[config.mk]
export PLATFORM = sky130hd
export DESIGN_NAME = jtframe_dualram_arb
export DESIGN_NICKNAME = d
export VERILOG_FILES = /design/src/rtl/jtframe_dualram_arb.sv
export SDC_FILE = /design/constraint.sdc
export NUM_CORES = 1
export LEC_CHECK = 0
export BUFFER_PORTS_ARGS = -buffer_cell sky130_fd_sc_hd__buf_2
export CAP_MARGIN = 5
export CORE_MARGIN = 4
export CORE_UTILIZATION = 45
export DETAILED_ROUTE_END_ITERATION = 16
export PLACE_DENSITY = 0.88
export SYNTH_ARGS = -nofsm -noshare
export SYNTH_HDL_FRONTEND = slang
export SYNTH_SLANG_ARGS = --single-unit
[constraint.sdc]
create_clock -name clk -period 1.9 [get_ports clk]
set_input_delay 0.285 -clock clk [delete_from_list [all_inputs] [get_ports clk]]
set_output_delay 0.285 -clock clk [all_outputs]
set_load 0.05 [all_outputs]
[src/rtl/jtframe_dualram_arb.sv]
// jtframe_dualram_arb
// Shares port 0 of a dual-port block RAM between two requesters (A and B)
// using a cs/ok level handshake, with round-robin arbitration on ties.
// Port 0 of the RAM has a registered read, so q is valid on the clock
// after the address is presented.
//
// Optional feature: define JTFRAME_DUALRAM_ARB_CLR_EN to build a clear
// engine. A rising edge on clr then sweeps every RAM word to CLR_VAL.
// Without the macro, clr is ignored and clr_busy is tied low.
//
// Ports:
//   rst, clk            synchronous active-high reset, single clock
//   a_cs, a_we          requester A request level and write enable
//   a_addr, a_din       requester A address and write data
//   a_dout, a_ok        requester A read data and access-complete flag
//   b_*                 same set of ports for requester B
//   clr, clr_busy       clear start (rising edge) and clear-in-progress flag
//   ram_addr, ram_din   RAM port 0 address and write data
//   ram_we, ram_q       RAM port 0 write enable and read data
module jtframe_dualram_arb #(
    parameter int            dw      = 8,
    parameter int            aw      = 10,
    parameter logic [dw-1:0] CLR_VAL = '0
) (
    input  logic          rst,
    input  logic          clk,
    input  logic          a_cs,
    input  logic          a_we,
    input  logic [aw-1:0] a_addr,
    input  logic [dw-1:0] a_din,
    output logic [dw-1:0] a_dout,
    output logic          a_ok,
    input  logic          b_cs,
    input  logic          b_we,
    input  logic [aw-1:0] b_addr,
    input  logic [dw-1:0] b_din,
    output logic [dw-1:0] b_dout,
    output logic          b_ok,
    input  logic          clr,
    output logic          clr_busy,
    output logic [aw-1:0] ram_addr,
    output logic [dw-1:0] ram_din,
    output logic          ram_we,
    input  logic [dw-1:0] ram_q
);

`ifdef JTFRAME_DUALRAM_ARB_CLR_EN
    typedef enum logic [2:0] { IDLE, ISSUE, WAIT, DONE, CLEAR } state_t;
`else
    typedef enum logic [2:0] { IDLE, ISSUE, WAIT, DONE } state_t;
`endif

    state_t        state_q, state_d;
    logic          lastB_q, lastB_d;
    logic          grantB_q, grantB_d;
    logic          isWr_q, isWr_d;
    logic          aArmed_q, aArmed_d;
    logic          bArmed_q, bArmed_d;
    logic          aOk_q, aOk_d;
    logic          bOk_q, bOk_d;
    logic [dw-1:0] aDout_q, aDout_d;
    logic [dw-1:0] bDout_q, bDout_d;
    logic [aw-1:0] ramAddr_q, ramAddr_d;
    logic [dw-1:0] ramDin_q, ramDin_d;
    logic          ramWe_q, ramWe_d;
    logic          aReq, bReq;

`ifdef JTFRAME_DUALRAM_ARB_CLR_EN
    logic          clrBusy_q, clrBusy_d;
    logic          clrPend_q, clrPend_d;
    logic          clrPrev_q;
    logic          clrRise;

    assign clrRise  = clr & ~clrPrev_q;
    assign clr_busy = clrBusy_q;
`else
    logic          unusedBits;

    assign unusedBits = clr ^ (^CLR_VAL);
    assign clr_busy   = 1'b0;
`endif

    assign a_dout   = aDout_q;
    assign a_ok     = aOk_q;
    assign b_dout   = bDout_q;
    assign b_ok     = bOk_q;
    assign ram_addr = ramAddr_q;
    assign ram_din  = ramDin_q;
    assign ram_we   = ramWe_q;

    // Next-state logic. A requester is armed again only once its cs is seen
    // low, so a held cs produces a single access. Dropping cs also clears ok
    // and, mid-access, suppresses the ok of the access already in flight.
    always_comb begin
        state_d  = state_q;
        lastB_d  = lastB_q;
        grantB_d = grantB_q;
        isWr_d   = isWr_q;
        aArmed_d = aArmed_q;
        bArmed_d = bArmed_q;
        aOk_d    = aOk_q;
        bOk_d    = bOk_q;
        aDout_d  = aDout_q;
        bDout_d  = bDout_q;
        ramAddr_d = ramAddr_q;
        ramDin_d  = ramDin_q;
        ramWe_d   = ramWe_q;
        aReq     = a_cs & aArmed_q;
        bReq     = b_cs & bArmed_q;
`ifdef JTFRAME_DUALRAM_ARB_CLR_EN
        clrBusy_d = clrBusy_q;
        clrPend_d = clrPend_q;
        if (clrRise && state_q != CLEAR) begin
            clrPend_d = 1'b1;
        end
`endif
        if (!a_cs) begin
            aArmed_d = 1'b1;
            aOk_d    = 1'b0;
        end
        if (!b_cs) begin
            bArmed_d = 1'b1;
            bOk_d    = 1'b0;
        end

        case (state_q)
            IDLE: begin
`ifdef JTFRAME_DUALRAM_ARB_CLR_EN
                if (clrPend_q) begin
                    state_d   = CLEAR;
                    clrPend_d = 1'b0;
                    clrBusy_d = 1'b1;
                    ramWe_d   = 1'b1;
                    ramAddr_d = '0;
                    ramDin_d  = CLR_VAL;
                end else
`endif
                if (aReq || bReq) begin
                    grantB_d = bReq && !(aReq && lastB_q);
                    lastB_d  = grantB_d;
                    state_d  = ISSUE;
                    if (grantB_d) begin
                        bArmed_d  = 1'b0;
                        ramAddr_d = b_addr;
                        ramDin_d  = b_din;
                        ramWe_d   = b_we;
                        isWr_d    = b_we;
                    end else begin
                        aArmed_d  = 1'b0;
                        ramAddr_d = a_addr;
                        ramDin_d  = a_din;
                        ramWe_d   = a_we;
                        isWr_d    = a_we;
                    end
                end
            end
            ISSUE: begin
                ramWe_d = 1'b0;
                state_d = WAIT;
            end
            WAIT: begin
                state_d = DONE;
                if (grantB_q) begin
                    if (!isWr_q) bDout_d = ram_q;
                    if (b_cs && !bArmed_q) bOk_d = 1'b1;
                end else begin
                    if (!isWr_q) aDout_d = ram_q;
                    if (a_cs && !aArmed_q) aOk_d = 1'b1;
                end
            end
            DONE: begin
                state_d = IDLE;
            end
`ifdef JTFRAME_DUALRAM_ARB_CLR_EN
            CLEAR: begin
                ramAddr_d = ramAddr_q + aw'(1);
                if (ramAddr_q == '1) begin
                    state_d   = IDLE;
                    ramWe_d   = 1'b0;
                    clrBusy_d = 1'b0;
                end
            end
`endif
            default: begin
                state_d = IDLE;
            end
        endcase
    end

    // State register. Reset aborts any access or sweep immediately; the last
    // served pointer starts at B so that A wins the first tie.
    always_ff @(posedge clk) begin
        if (rst) begin
            state_q   <= IDLE;
            lastB_q   <= 1'b1;
            grantB_q  <= 1'b0;
            isWr_q    <= 1'b0;
            aArmed_q  <= 1'b1;
            bArmed_q  <= 1'b1;
            aOk_q     <= 1'b0;
            bOk_q     <= 1'b0;
            aDout_q   <= '0;
            bDout_q   <= '0;
            ramAddr_q <= '0;
            ramDin_q  <= '0;
            ramWe_q   <= 1'b0;
`ifdef JTFRAME_DUALRAM_ARB_CLR_EN
            clrBusy_q <= 1'b0;
            clrPend_q <= 1'b0;
            clrPrev_q <= 1'b0;
`endif
        end else begin
            state_q   <= state_d;
            lastB_q   <= lastB_d;
            grantB_q  <= grantB_d;
            isWr_q    <= isWr_d;
            aArmed_q  <= aArmed_d;
            bArmed_q  <= bArmed_d;
            aOk_q     <= aOk_d;
            bOk_q     <= bOk_d;
            aDout_q   <= aDout_d;
            bDout_q   <= bDout_d;
            ramAddr_q <= ramAddr_d;
            ramDin_q  <= ramDin_d;
            ramWe_q   <= ramWe_d;
`ifdef JTFRAME_DUALRAM_ARB_CLR_EN
            clrBusy_q <= clrBusy_d;
            clrPend_q <= clrPend_d;
            clrPrev_q <= clr;
`endif
        end
    end

endmodule
Yosys cells after proc, flatten, opt, wreduce, memory -nomap -nowiden
Index checks and enable logic that the tools add are counted.
Operators by class
  equal/unequal tests: 3
  multiplexer cells: 23
  bitwise operators: 4
  reduce and logical (&&, ||, !) cells: 14
Operators with widths (number)
  two-way mux 1 bit: 18
  two-way mux 10 bit: 1
  one-hot mux 3 bit (3 select lines): 1
  two-way mux 8 bit: 1
  AND reduction 3 bit: 2
  logical AND 1 bit: 4
  AND reduction 2 bit: 2
  equality test 3 x 1 -> 1 bit (second input constant): 1
  equality test 3 x 2 -> 1 bit (second input constant): 1
  zero test 1 bit: 3
  zero test 3 bit: 1
  two-way mux 3 bit: 1
  AND 1 bit: 2
  != test 2 bit (second input constant): 1
  NOT 1 bit: 2
  one-hot mux 1 bit (2 select lines): 1
  nonzero test 2 bit: 1
  logical OR 1 bit: 1
Word-level totals
  register bits after elaboration: 45
  logic and storage cells: 57

Logic depth before layout (Yosys ltp)
  word-level depth: 7
  mapped depth: 8

Worst setup path after synthesis
Ideal clock, no wire load.
  path kind: flip-flop to flip-flop
  start point: reg state_q[0]
  end point: reg ramAddr_q[4], in the netlist ram_addr[4]
  arrival: 1.351 ns
  data required time: 1.778 ns
  setup slack: 0.428 ns
  cell stages (with the launch flop): 9
  path buffers: 3
  period minus slack after synthesis: 1.472 ns
  cells stage by stage: dfxtp_1 inv_1 ha_1 buf_4 nand2b_4 buf_6 buf_4 nor4b_1 a221o_1
On the way
  cells in the longest elaborated chain, start to end: 2
RTL lines
  start, declared: line 53  | state_t state_q, state_d;
  start signal, assigned: line 213  | state_q <= state_d;
  zero test 3 bit: line 126  | case (state_q)
  AND reduction 2 bit (no line)
  end signal, assigned: line 223  | ramAddr_q <= ramAddr_d;
  end, declared: line 63  | logic [aw-1:0] ramAddr_q, ramAddr_d;
Every way passes these cells.
A chain may end at the register's enable or synchronous reset.

Worst setup path in the final report
  start point: reg state_q[0]
  end point: reg ramDin_q[6], in the netlist ram_din[6]
On the way
  cells in the longest elaborated chain, start to end: 2
RTL lines
  zero test 3 bit: line 126
  AND reduction 2 bit (no line)
  end signal, assigned: line 224  | ramDin_q <= ramDin_d;
  end, declared: line 64  | logic [dw-1:0] ramDin_q, ramDin_d;
Every way passes these cells.

==> flow_metrics.tcl <==
set metrics [dict create \
    ant_nets 0 \
    nNetsFinal 310 \
    finalMaxSlewViolations 0 \
    swShare_pct 42.2 \
    outcome "finished clean" \
    die_area_sq_um 5220 \
    clockPowerShare_pct 21.3 \
    nFillCells 349 \
    grt.total_usage_pct 17.5 \
    viasPerCell 5.40 \
    peakVddDrop_v 0.000683 \
    synth-xor-area-share_pct 0 \
    yosysUniqueCellTypes 33 \
    synth_area_sq_um 1860 \
    clock-sinks 44 \
    synth_top_family_by_area "simple AND/OR/NAND/NOR gates" \
    path_class "flip-flop to flip-flop" \
    grt_max_degree 22 \
    critPathArrivalTime_ns 2.02 \
    clk_path_buf_depth 2 \
    top_layer_used "met4" \
    io_pins 89 \
    grt_pass1_vias 1676 \
    wl_met1_um 1890 \
    layout_common_cells "86 x buf_2, 44 x dfxtp_1, 21 x nor2_1" \
    syn-num-nets 226 \
    antenna_found_initial 0 \
    htreeDepth 2 \
    yosysSeqAreaShare_pct 47.5 \
    regArea_sq_um 881 \
    portBuffers 86 \
    synth_fa_ha_area_share_pct 2.02 \
    hpwlAfterDp_um 3270 \
    ctsHoldBuffers 0 \
    fin_skew_ns 0.00400 \
    max_freq_mhz 558 \
    setup_violations 0 \
    drc 0 \
    post_cts_buffers 0 \
    routed_wirelength_um 4580 \
    initial_core_util_pct 46.4 \
    syn2layout_area_growth_pct 30.0 \
    hold_class "primary input to flip-flop" \
    cts_resized 1 \
    drt_iter0_drc 47 \
    n_antenna_cell 0 \
    finalHoldViolCount 0 \
    finalWeightedCongestion 0.863 \
    maxSlewHeadroom_pct 52.2 \
    synth_top_cell_by_area "dfxtp_1" \
    root_buffer "clkbuf_8" \
    dr_total_vias 1659 \
    slowest_delay_ns 0.56 \
    pwr-share-seq_pct 36.2 \
    rsz0062_at_grt "no" \
    mostFrequentLayoutCell "buf_2" \
    crit_path_start_kind "flip-flop" \
    intPower_mw 1.95 \
    total_power_mw 3.38 \
    min_period_ns 1.79 \
    power.density_nw_per_um2 1400 \
    cts_made_buffers 5 \
    synth_warnings 0 \
    worst_pin_slew_ns 0.715 \
    cp_max_fo 18 \
    wl_per_cell_um 14.9 \
    cts.clk_slew.worst_paths_ns 0.08 \
    path_cells "inv_1, ha_1, nand2b_4, nor3_4, a221o_1" \
    synth_cells 172 \
    cap_violations 0 \
    synth.area.top_cells "dfxtp_1 47%, a221o_1 9.7%, mux2i_1 9.2%, nor4b_1 8.5%, nor2_1 4.2%" \
    grt.overflow.total 0 \
    min_period_over_period_pct 94.3 \
    synth_mux_area_share_pct 9.17 \
    slowest_stage "nor3_4" \
    drtPass1Iterations 4 \
    num_rows 23 \
    multi_input_area_sq_um 870 \
    power_frac_comb_pct 42.5 \
    finalSetupTns_ns 0 \
    cp.required_ns 2.13 \
    cts_tree "built" \
    grt_pass1_wl_um 7370 \
    power.net_switching_mw 1.43 \
    die_h_um 72.2 \
    core_area_sq_um 4000 \
    dieWidth_um 72.2 \
    crit_path_end_kind "flip-flop" \
    synth_top_cell_area_share_pct 47.5 \
    synth_compound_area_share_pct 15.4 \
    met3_length_um 335 \
    layout-drive-gt1-share_pct 41.6 \
    wl_met2_um 2300 \
    worst_skew_pair.late_latency_ns 0.29 \
    synthSimpleGateAreaFrac_pct 19.4 \
    leakage_nw 1.18 \
    avgSynthCellArea_sq_um 10.8 \
    ys_ff_latch 44 \
]
## area by class of cell
type | instances | area share [%]
timing repair buffer | 91 | 19.4
sequential | 44 | 36.5
clock inverter | 3 | 1.97
multi-input combinational | 110 | 36.0
inverter | 4 | 0.622
tap | 50 | 2.59
clock buffer | 5 | 2.85
## stage by stage
step | instance area [sq um] | util (%) | worst slack [ns] | cells | hold WS [ns]
2_1_floorplan | 1860 | - | 0.428 | 172 | 0.357
3_3_place_gp | 2290 | 57.2 | 0.0950 | 299 | 0.453
3_5_place_dp | 2290 | 57.2 | 0.0362 | 299 | 0.459
4_1_cts | 2410 | 60.3 | 0.0995 | 307 | 0.201
5_1_grt | 2410 | 60.3 | 0.00464 | 307 | 0.208
6_report | 2410 | 60.3 | 0.107 | 307 | 0.214
## power by group through the flow
| stage | clock (mW) | sequential [mW] | combinational, mW |
|---|---|---|---|
| detailed placement | 0 | 1.24 | 1.42 |
| finish | 0.719 | 1.22 | 1.43 |
| global route | 0.776 | 1.25 | 1.53 |
| global placement | 0 | 1.23 | 1.39 |
| CTS | 0.746 | 1.22 | 1.44 |
| floorplan | 0 | 1.73 | 0.629 |
## sequential cells by signal, summed over array words and instances, names as in the netlist, 2 cells and up
| signal | count |
|---|---|
| ram_addr | 10 |
| state_q | 2 |
| a_dout | 8 |
| ram_din | 8 |
| b_dout | 8 |
## worst paths after layout
check / start / to / slack (ns) / depth (start not counted)
worst max-delay path: state_q[0]$_SDFFE_PP0P_ / ram_din[6]$_SDFFE_PP0P_ / 0.11 / 5
worst max register to register: state_q[0]$_SDFFE_PP0P_ / ram_din[6]$_SDFFE_PP0P_ / 0.11 / 5
worst min register to register: a_ok$_SDFF_PP0_ / a_ok$_SDFF_PP0_ / 0.48 / 2
worst min-delay path: a_din[1] / ram_din[1]$_SDFFE_PP0P_ / 0.21 / 2
## Yosys cell counts, drive strengths merged
library cell / n
a211oi: 1
a21o: 1
a21oi: 3
a221o: 19
a22o: 1
a32o: 2
and3: 1
and3b: 1
buf: 12
clkbuf: 2
conb: 1
dfxtp: 44
ha: 3
inv: 4
mux2i: 17
nand2: 4
nand2b: 1
nand3: 5
nand3b: 1
nor2: 21
nor3: 3
nor3b: 1
nor4b: 18
o211a: 1
o21ai: 3
o22ai: 1
or3: 1
## per-layer routing
| metal | vias up | global-route usage [%] |
|---|---|---|
| met5 | - | 0 |
| met4 | 0 | 5.85 |
| met3 | 4 | 4.02 |
| met2 | 56 | 30.7 |
| met1 | 782 | 21.0 |
| li1 | 817 | - |
## kinds of logic (layout without fill, tap and decap cells)
kind of cell / count (synthesis) / in the layout
compound gates: 32 / 32
fa+ha+maj: 3 / 3
buf+inv: 18 / 103
flops: 44 / 44
mux: 17 / 17
other cells: 1 / 1
simple gates: 57 / 57
## worst max-delay path: cells and delay by family, from the launching register on
| kind | cells | cell delay [ns] |
|---|---|---|
| compound gates | 1 | 0.27 |
| buf+inv | 1 | 0.10 |
| flops | 1 | 0.33 |
| simple gates | 2 | 0.65 |
| fa+ha+maj | 1 | 0.37 |
(Power assumes the default switching activity.)
